[config.mk]
export PLATFORM = sky130hd
export DESIGN_NAME = l2_axi_master
export DESIGN_NICKNAME = d
export VERILOG_FILES = /design/src/rtl/l2_axi_master.sv
export SDC_FILE = /design/constraint.sdc
export NUM_CORES = 1
export LEC_CHECK = 0
export CORE_UTILIZATION = 40
export DETAILED_ROUTE_END_ITERATION = 10
export HOLD_SLACK_MARGIN = 0.03
export PLACE_DENSITY = 0.59
export SYNTH_ARGS = -nofsm -noshare
export SYNTH_HDL_FRONTEND = slang
export SYNTH_SLANG_ARGS = --single-unit
[constraint.sdc]
create_clock -name clk -period 13.2 [get_ports clk]
set_input_delay 3.3 -clock clk [delete_from_list [all_inputs] [get_ports clk]]
set_output_delay 3.3 -clock clk [all_outputs]
set_load 0.03 [all_outputs]
[src/rtl/l2_axi_master.sv]
// L2-side AXI-lite initiator: single-beat reads, posted writes through a
// coalescing FIFO with read forwarding, one AXI transaction in flight at a time.
module l2_axi_master #(
    parameter int ADDR_WIDTH = 32,
    parameter int DATA_WIDTH = 32,
    parameter int WB_DEPTH   = 4
) (
    input  logic                  clk,
    input  logic                  rst_n,
    input  logic                  req_valid_i,
    output logic                  req_ready_o,
    input  logic                  req_we_i,
    input  logic [ADDR_WIDTH-1:0] req_addr_i,
    input  logic [DATA_WIDTH-1:0] req_wdata_i,
    output logic                  rsp_valid_o,
    output logic [DATA_WIDTH-1:0] rsp_rdata_o,
    output logic                  wbuf_empty_o,
    output logic [ADDR_WIDTH-1:0] m_araddr_o,
    output logic                  m_arvalid_o,
    input  logic                  m_arready_i,
    input  logic [DATA_WIDTH-1:0] m_rdata_i,
    input  logic                  m_rvalid_i,
    output logic                  m_rready_o,
    output logic [ADDR_WIDTH-1:0] m_awaddr_o,
    output logic                  m_awvalid_o,
    input  logic                  m_awready_i,
    output logic [DATA_WIDTH-1:0] m_wdata_o,
    output logic                  m_wvalid_o,
    input  logic                  m_wready_i,
    input  logic                  m_bvalid_i,
    output logic                  m_bready_o
);
    localparam int PTR_W = $clog2(WB_DEPTH);
    localparam int CNT_W = PTR_W + 1;

    localparam logic [2:0] A_IDLE = 3'd0;
    localparam logic [2:0] A_AR   = 3'd1;
    localparam logic [2:0] A_R    = 3'd2;
    localparam logic [2:0] A_W    = 3'd3;
    localparam logic [2:0] A_B    = 3'd4;

    logic [2:0]            state_q, state_d;
    logic [PTR_W-1:0]      head_q, head_d, tail_q, tail_d;
    logic [CNT_W-1:0]      count_q, count_d;
    logic                  rd_busy_q, rd_busy_d;
    logic [ADDR_WIDTH-1:0] rd_addr_q, rd_addr_d;
    logic                  aw_done_q, aw_done_d, w_done_q, w_done_d;
    logic                  arvalid_q, arvalid_d, rready_q, rready_d;
    logic                  awvalid_q, awvalid_d, wvalid_q, wvalid_d, bready_q, bready_d;
    logic [ADDR_WIDTH-1:0] araddr_q, araddr_d, awaddr_q, awaddr_d;
    logic [DATA_WIDTH-1:0] wdata_q, wdata_d;
    logic                  rsp_valid_q, rsp_valid_d;
    logic [DATA_WIDTH-1:0] rsp_rdata_q, rsp_rdata_d;

    logic [ADDR_WIDTH-1:0] wb_addr_q [WB_DEPTH];
    logic [DATA_WIDTH-1:0] wb_data_q [WB_DEPTH];

    logic                  req_accept, wr_acc, rd_acc, push, pop, head_locked;
    logic                  fwd_hit, co_hit;
    logic [DATA_WIDTH-1:0] fwd_data;
    logic [PTR_W-1:0]      co_idx;
    logic [PTR_W-1:0]      slot_idx [WB_DEPTH];
    logic [WB_DEPTH-1:0]   slot_hit;

    assign req_ready_o = !rd_busy_q && (count_q < CNT_W'(WB_DEPTH));
    assign req_accept  = req_valid_i && req_ready_o;
    assign wr_acc      = req_accept && req_we_i;
    assign rd_acc      = req_accept && !req_we_i;

    // Slot gi is the gi-th oldest entry; it is live only while gi < count.
    for (genvar gi = 0; gi < WB_DEPTH; gi++) begin : g_slot
        assign slot_idx[gi] = head_q + PTR_W'(gi);
        assign slot_hit[gi] = (CNT_W'(gi) < count_q) && (wb_addr_q[slot_idx[gi]] == req_addr_i);
    end

    // The head is frozen once it is being (or about to be) loaded into AW/W.
    assign head_locked = (state_q == A_W) || (state_q == A_B) ||
                         ((state_q == A_IDLE) && !rd_busy_q && (count_q != '0));

    always_comb begin
        fwd_hit  = 1'b0;
        fwd_data = '0;
        co_hit   = 1'b0;
        co_idx   = '0;
        for (int k = 0; k < WB_DEPTH; k++) begin
            if (slot_hit[k]) begin
                fwd_hit  = 1'b1;
                fwd_data = wb_data_q[slot_idx[k]];
                if (!((k == 0) && head_locked)) begin
                    co_hit = 1'b1;
                    co_idx = slot_idx[k];
                end
            end
        end
    end

    assign push = wr_acc && !co_hit;

    always_comb begin
        state_d     = state_q;
        rd_busy_d   = rd_busy_q;
        rd_addr_d   = rd_addr_q;
        aw_done_d   = aw_done_q;
        w_done_d    = w_done_q;
        arvalid_d   = arvalid_q;
        araddr_d    = araddr_q;
        rready_d    = rready_q;
        awvalid_d   = awvalid_q;
        awaddr_d    = awaddr_q;
        wvalid_d    = wvalid_q;
        wdata_d     = wdata_q;
        bready_d    = bready_q;
        rsp_valid_d = 1'b0;
        rsp_rdata_d = rsp_rdata_q;
        pop         = 1'b0;

        if (rd_acc) begin
            if (fwd_hit) begin
                rsp_valid_d = 1'b1;
                rsp_rdata_d = fwd_data;
            end else begin
                rd_busy_d = 1'b1;
                rd_addr_d = req_addr_i;
            end
        end

        case (state_q)
            A_IDLE: begin
                if (rd_busy_q) begin
                    state_d   = A_AR;
                    arvalid_d = 1'b1;
                    araddr_d  = rd_addr_q;
                end else if (count_q != '0) begin
                    state_d   = A_W;
                    awvalid_d = 1'b1;
                    wvalid_d  = 1'b1;
                    awaddr_d  = wb_addr_q[head_q];
                    wdata_d   = wb_data_q[head_q];
                    aw_done_d = 1'b0;
                    w_done_d  = 1'b0;
                end
            end
            A_AR: begin
                if (m_arready_i) begin
                    arvalid_d = 1'b0;
                    rready_d  = 1'b1;
                    state_d   = A_R;
                end
            end
            A_R: begin
                if (m_rvalid_i) begin
                    rready_d    = 1'b0;
                    rsp_valid_d = 1'b1;
                    rsp_rdata_d = m_rdata_i;
                    rd_busy_d   = 1'b0;
                    state_d     = A_IDLE;
                end
            end
            A_W: begin
                if (awvalid_q && m_awready_i) begin
                    awvalid_d = 1'b0;
                    aw_done_d = 1'b1;
                end
                if (wvalid_q && m_wready_i) begin
                    wvalid_d = 1'b0;
                    w_done_d = 1'b1;
                end
                if (aw_done_d && w_done_d) begin
                    bready_d = 1'b1;
                    state_d  = A_B;
                end
            end
            A_B: begin
                if (m_bvalid_i) begin
                    bready_d = 1'b0;
                    pop      = 1'b1;
                    state_d  = A_IDLE;
                end
            end
            default: state_d = A_IDLE;
        endcase

        count_d = count_q + CNT_W'(push) - CNT_W'(pop);
        head_d  = head_q + PTR_W'(pop);
        tail_d  = tail_q + PTR_W'(push);
    end

    // Entry storage carries no reset; liveness is tracked by head/count alone.
    always_ff @(posedge clk) begin
        if (push) begin
            wb_addr_q[tail_q] <= req_addr_i;
            wb_data_q[tail_q] <= req_wdata_i;
        end else if (wr_acc && co_hit) begin
            wb_data_q[co_idx] <= req_wdata_i;
        end
    end

    always_ff @(posedge clk or negedge rst_n) begin
        if (!rst_n) begin
            state_q     <= A_IDLE;
            head_q      <= '0;
            tail_q      <= '0;
            count_q     <= '0;
            rd_busy_q   <= 1'b0;
            rd_addr_q   <= '0;
            aw_done_q   <= 1'b0;
            w_done_q    <= 1'b0;
            arvalid_q   <= 1'b0;
            araddr_q    <= '0;
            rready_q    <= 1'b0;
            awvalid_q   <= 1'b0;
            awaddr_q    <= '0;
            wvalid_q    <= 1'b0;
            wdata_q     <= '0;
            bready_q    <= 1'b0;
            rsp_valid_q <= 1'b0;
            rsp_rdata_q <= '0;
        end else begin
            state_q     <= state_d;
            head_q      <= head_d;
            tail_q      <= tail_d;
            count_q     <= count_d;
            rd_busy_q   <= rd_busy_d;
            rd_addr_q   <= rd_addr_d;
            aw_done_q   <= aw_done_d;
            w_done_q    <= w_done_d;
            arvalid_q   <= arvalid_d;
            araddr_q    <= araddr_d;
            rready_q    <= rready_d;
            awvalid_q   <= awvalid_d;
            awaddr_q    <= awaddr_d;
            wvalid_q    <= wvalid_d;
            wdata_q     <= wdata_d;
            bready_q    <= bready_d;
            rsp_valid_q <= rsp_valid_d;
            rsp_rdata_q <= rsp_rdata_d;
        end
    end

    assign rsp_valid_o  = rsp_valid_q;
    assign rsp_rdata_o  = rsp_rdata_q;
    assign wbuf_empty_o = (count_q == '0);
    assign m_araddr_o   = araddr_q;
    assign m_arvalid_o  = arvalid_q;
    assign m_rready_o   = rready_q;
    assign m_awaddr_o   = awaddr_q;
    assign m_awvalid_o  = awvalid_q;
    assign m_wdata_o    = wdata_q;
    assign m_wvalid_o   = wvalid_q;
    assign m_bready_o   = bready_q;
endmodule
==> summary.md <==
| Metric | Value |
|---|---|
| Outcome | `finished clean` |
| Core area | `56600 µm²` |
| Syn nets | `1973` |
| Port-buffer cells | `240` |
| Vias in the first global route | `16000` |
| Number of synthesized flops with an enable pin | `256` |
| Clock network fraction of total power | `27.0%` |
| Layout Utilization | `48.8%` |
| Sequential share of the synthesized area | `52.9%` |
| Clock tree root driver cell | `clkbuf_16` |
| Drt via density | `5.79` |
| Initial antenna violation count | `2` |
| Fin crit share | `60.5%` |
| Clk buf depth | `3` |
| Post-CTS Hold Buffers | `0` |
| Die area | `58500 µm²` |
| Setup crit start | `req_addr_i[6]` |
| Via count | `16300` |
| Sinks on Clock Net | `435` |
| Yosys top cell area share | `33.4%` |
| Lkg Pwr | `9.59 nW` |
| Skew-Pair Late Insertion Delay | `0.62 ns` |
| Max VDD drop | `0.000133 V` |
| Slew HR | `21.1%` |
| Routability cong. | `0.952` |
| Crit Path Class | `in2reg` |
| Pin slew with the least headroom to its limit | `1.18 ns` |
| Setup TNS | `0 ns` |
| Total gr overflow | `0` |
| Total Routing Usage GR | `23.2%` |
| Mapped Cells | `1861` |
| Synth top area cells | `edfxtp_1 33%, dfrtp_1 19%, mux2i_1 7.3%` |
| Yosys reg bits | `435` |
| Post-CTS Setup Inserts | `0` |
| Area Overhead vs Synth | `20.1%` |
| Clk slew on worst S/H paths | `0.06 ns` |
| Hpwl dp | `46800 µm` |
| Share of layout cells above drive strength 1 | `15.7%` |
| Final Hold Viols | `0` |
| CTS resizes | `0` |
| Htree depth | `2` |
| Int Pwr | `0.00344 W` |
| RSZ-0062 raised after global routing | `no` |
| Sequential share of power | `36.9%` |
| Post-route ant nets | `0` |
| Sw frac | `36.2%` |
| 1st-iter DRT viols | `1277` |
| CP required | `13.72 ns` |
| Top Ports | `241` |
| Net switching power | `0.00195 W` |
| Syn. warnings | `0` |
| Fmax achieved | `0.125 GHz` |
| Post-Syn Area per Cell | `12.4 µm²` |
| Detailed Route WL | `69300 µm` |
| Combinational Power Share | `36.1%` |
| Area leader, netlist | `edfxtp_1` |
| Top_reg_cell synth | `edfxtp_1` |
| DRT Pass-1 Iters | `5` |
| Initial Utilization | `40.7%` |
| PwrDens | `195 nW/µm²` |
| Slew Viols, Final | `0` |
| Worst setup margin | `5.21 ns` |
| Die Y | `242 µm` |
| Worst Path Arrival | `8.51 ns` |
| Synth cell types | `67` |
| Mapped cell area | `23000 µm²` |
| Final nets | `2133` |
| CP Launch Type | `input pin` |
| First-pass GRT wire length | `104000 µm` |
| CTS tree | `done` |
| Largest net degree at the start of global routing | `162` |
| Pre-CTS WS | `4.68 ns` |
| Reg-to-Reg Start | `head_q[1]` |
| Cell Rows | `87` |
| Final setup fails | `0` |
| Max cap viols | `0` |
| Crit. End Element | `flip-flop` |
| DRC viols | `0` |
| Max Fanout on Critical Path | `34` |
| Asr flop ratio synth | `41.1%` |
| Wirelength per Cell | `24.6 µm` |
| Hold_sp | `m_awaddr_o[10]` |
| Minimum clock period | `7.99 ns` |
| Chip width | `242 µm` |
| # fillers | `5004` |
| Cts bufs inserted | `50` |
| HP Class | `reg2reg` |
| Final Skew | `0.0348 ns` |
==> final cells by class <==
| cell class | instances | area (µm²) | area share [%] |
|---|---|---|---|
| diodes | 1 | 2.50 | 0.00905 |
| flip-flops and latches | 435 | 12200 | 44.0 |
| multi-input cells | 1243 | 10100 | 36.5 |
| repair buffers | 265 | 2610 | 9.43 |
| inverters | 26 | 100 | 0.362 |
| clock buffers | 71 | 1420 | 5.14 |
| clock inverters | 23 | 319 | 1.15 |
| well taps | 756 | 946 | 3.42 |
==> critical path, cell delays in order <==
cell and delay [ns]:
clkdlybuf4s50_1 0.79, a31oi_1 0.40, o311ai_0 0.17, a2111oi_0 0.77, nand4_1 0.33, o211a_1 0.35
a21boi_4 0.90, nand2_1 0.98, o21ai_0 0.46
==> state kept, by name (all words and copies together), names as in the netlist, 3 cells and up <==
| signal | flops |
|---|---|
| m_awaddr_o | 32 |
| rd_addr_q | 32 |
| m_araddr_o | 32 |
| count_q | 3 |
| wb_data_q | 128 |
| state_q | 3 |
| m_wdata_o | 32 |
| rsp_rdata_o | 32 |
| wb_addr_q | 128 |
==> metal layers <==
| layer | global-route usage (%) | routed length (µm) | vias to the layer above |
|---|---|---|---|
| met2 | 37.5 | 33000 | 507 |
| li1 | - | - | 7385 |
| met5 | 0 | 14 | - |
| met4 | 6.48 | 1460 | 2 |
| met1 | 32.4 | 30800 | 8351 |
| met3 | 3.83 | 4010 | 91 |
==> cell usage in the layout, fill, tap and decap left out, drive strengths merged, types with 68 or more instances in the layout <==
cell type | netlist | routed
clkdlybuf4s50 | 0 | 239
mux2 | 126 | 126
clkbuf | 93 | 72
a21oi | 90 | 90
nor2 | 83 | 83
mux2i | 169 | 169
edfxtp | 256 | 256
mux4 | 68 | 68
xnor2 | 83 | 83
o21ai | 160 | 160
nand2 | 136 | 136
dfrtp | 179 | 179
==> Yosys cell counts (all sizes together) (4+ instances only) <==
library cell and instances:
a31oi 6, o221ai 36, o2bb2ai 9, nand4 14, o221a 4, nor3 14, and2 34, mux2i 169
a2bb2oi 37, a21oi 90, nand3 11, nor2 83, a22oi 4, nor4 8, a222oi 5, xor2 18
o22ai 11, nand2 136, and3 8, mux2 126, edfxtp 256, dfrtp 179, o211ai 5, mux4 68
a211oi 40, ha 6, o2111ai 4, a221oi 4, o21ai 160, a22o 4, buf 64, nand2b 4
xnor2 83, a2111oi 5, inv 26, clkbuf 93
==> worst paths after layout <==
path	to	slack, ns	cells past startpoint
worst max-delay path	rsp_rdata_o[29]	5.21	9
worst min-delay path	m_awaddr_o[10]	0.48	1
worst max register to register	rsp_rdata_o[29]	6.37	11
worst min register to register	m_awaddr_o[10]	0.48	1
max in group asynchronous	head_q[1]	9.14	2
min in group asynchronous	m_araddr_o[22]	2.67	1
==> through the flow <==
stage               instance area, µm²  total power [W]  cells  hold WS, ns
finish                           27700          0.00539   2820        0.479
global route                     27700          0.00564   2820        0.498
CTS                              27600          0.00543   2819        0.484
global placement                 25900          0.00394   2725        0.465
detailed placement               25900          0.00396   2725        0.467
floorplan                        23000          0.00316   1861        0.475
==> power groups by stage <==
stage	logic, W	registers, W	clock network [W]
after global placement	0.00194	0.00200	0
after floorplan	0.000861	0.00230	0
after global routing	0.00208	0.00203	0.00153
after CTS	0.00196	0.00199	0.00148
final	0.00195	0.00199	0.00145
after detailed placement	0.00195	0.00201	0
==> kinds of logic (layout without fill, tap and decap cells) <==
kind of cell	count (synthesis)	count (layout)	synth area share, %
AO/OA/AOI/OAI	443	443	12.4
flip-flops	435	435	52.9
multiplexers	363	363	20.2
AND/OR/NAND/NOR	329	329	6.55
buffers and inverters	183	385	3.67
XOR/XNOR	101	101	3.84
adder cells (fa/ha/maj)	7	7	0.413
other	0	1	0
No activity file was read; power rests on OpenSTA's default activity.
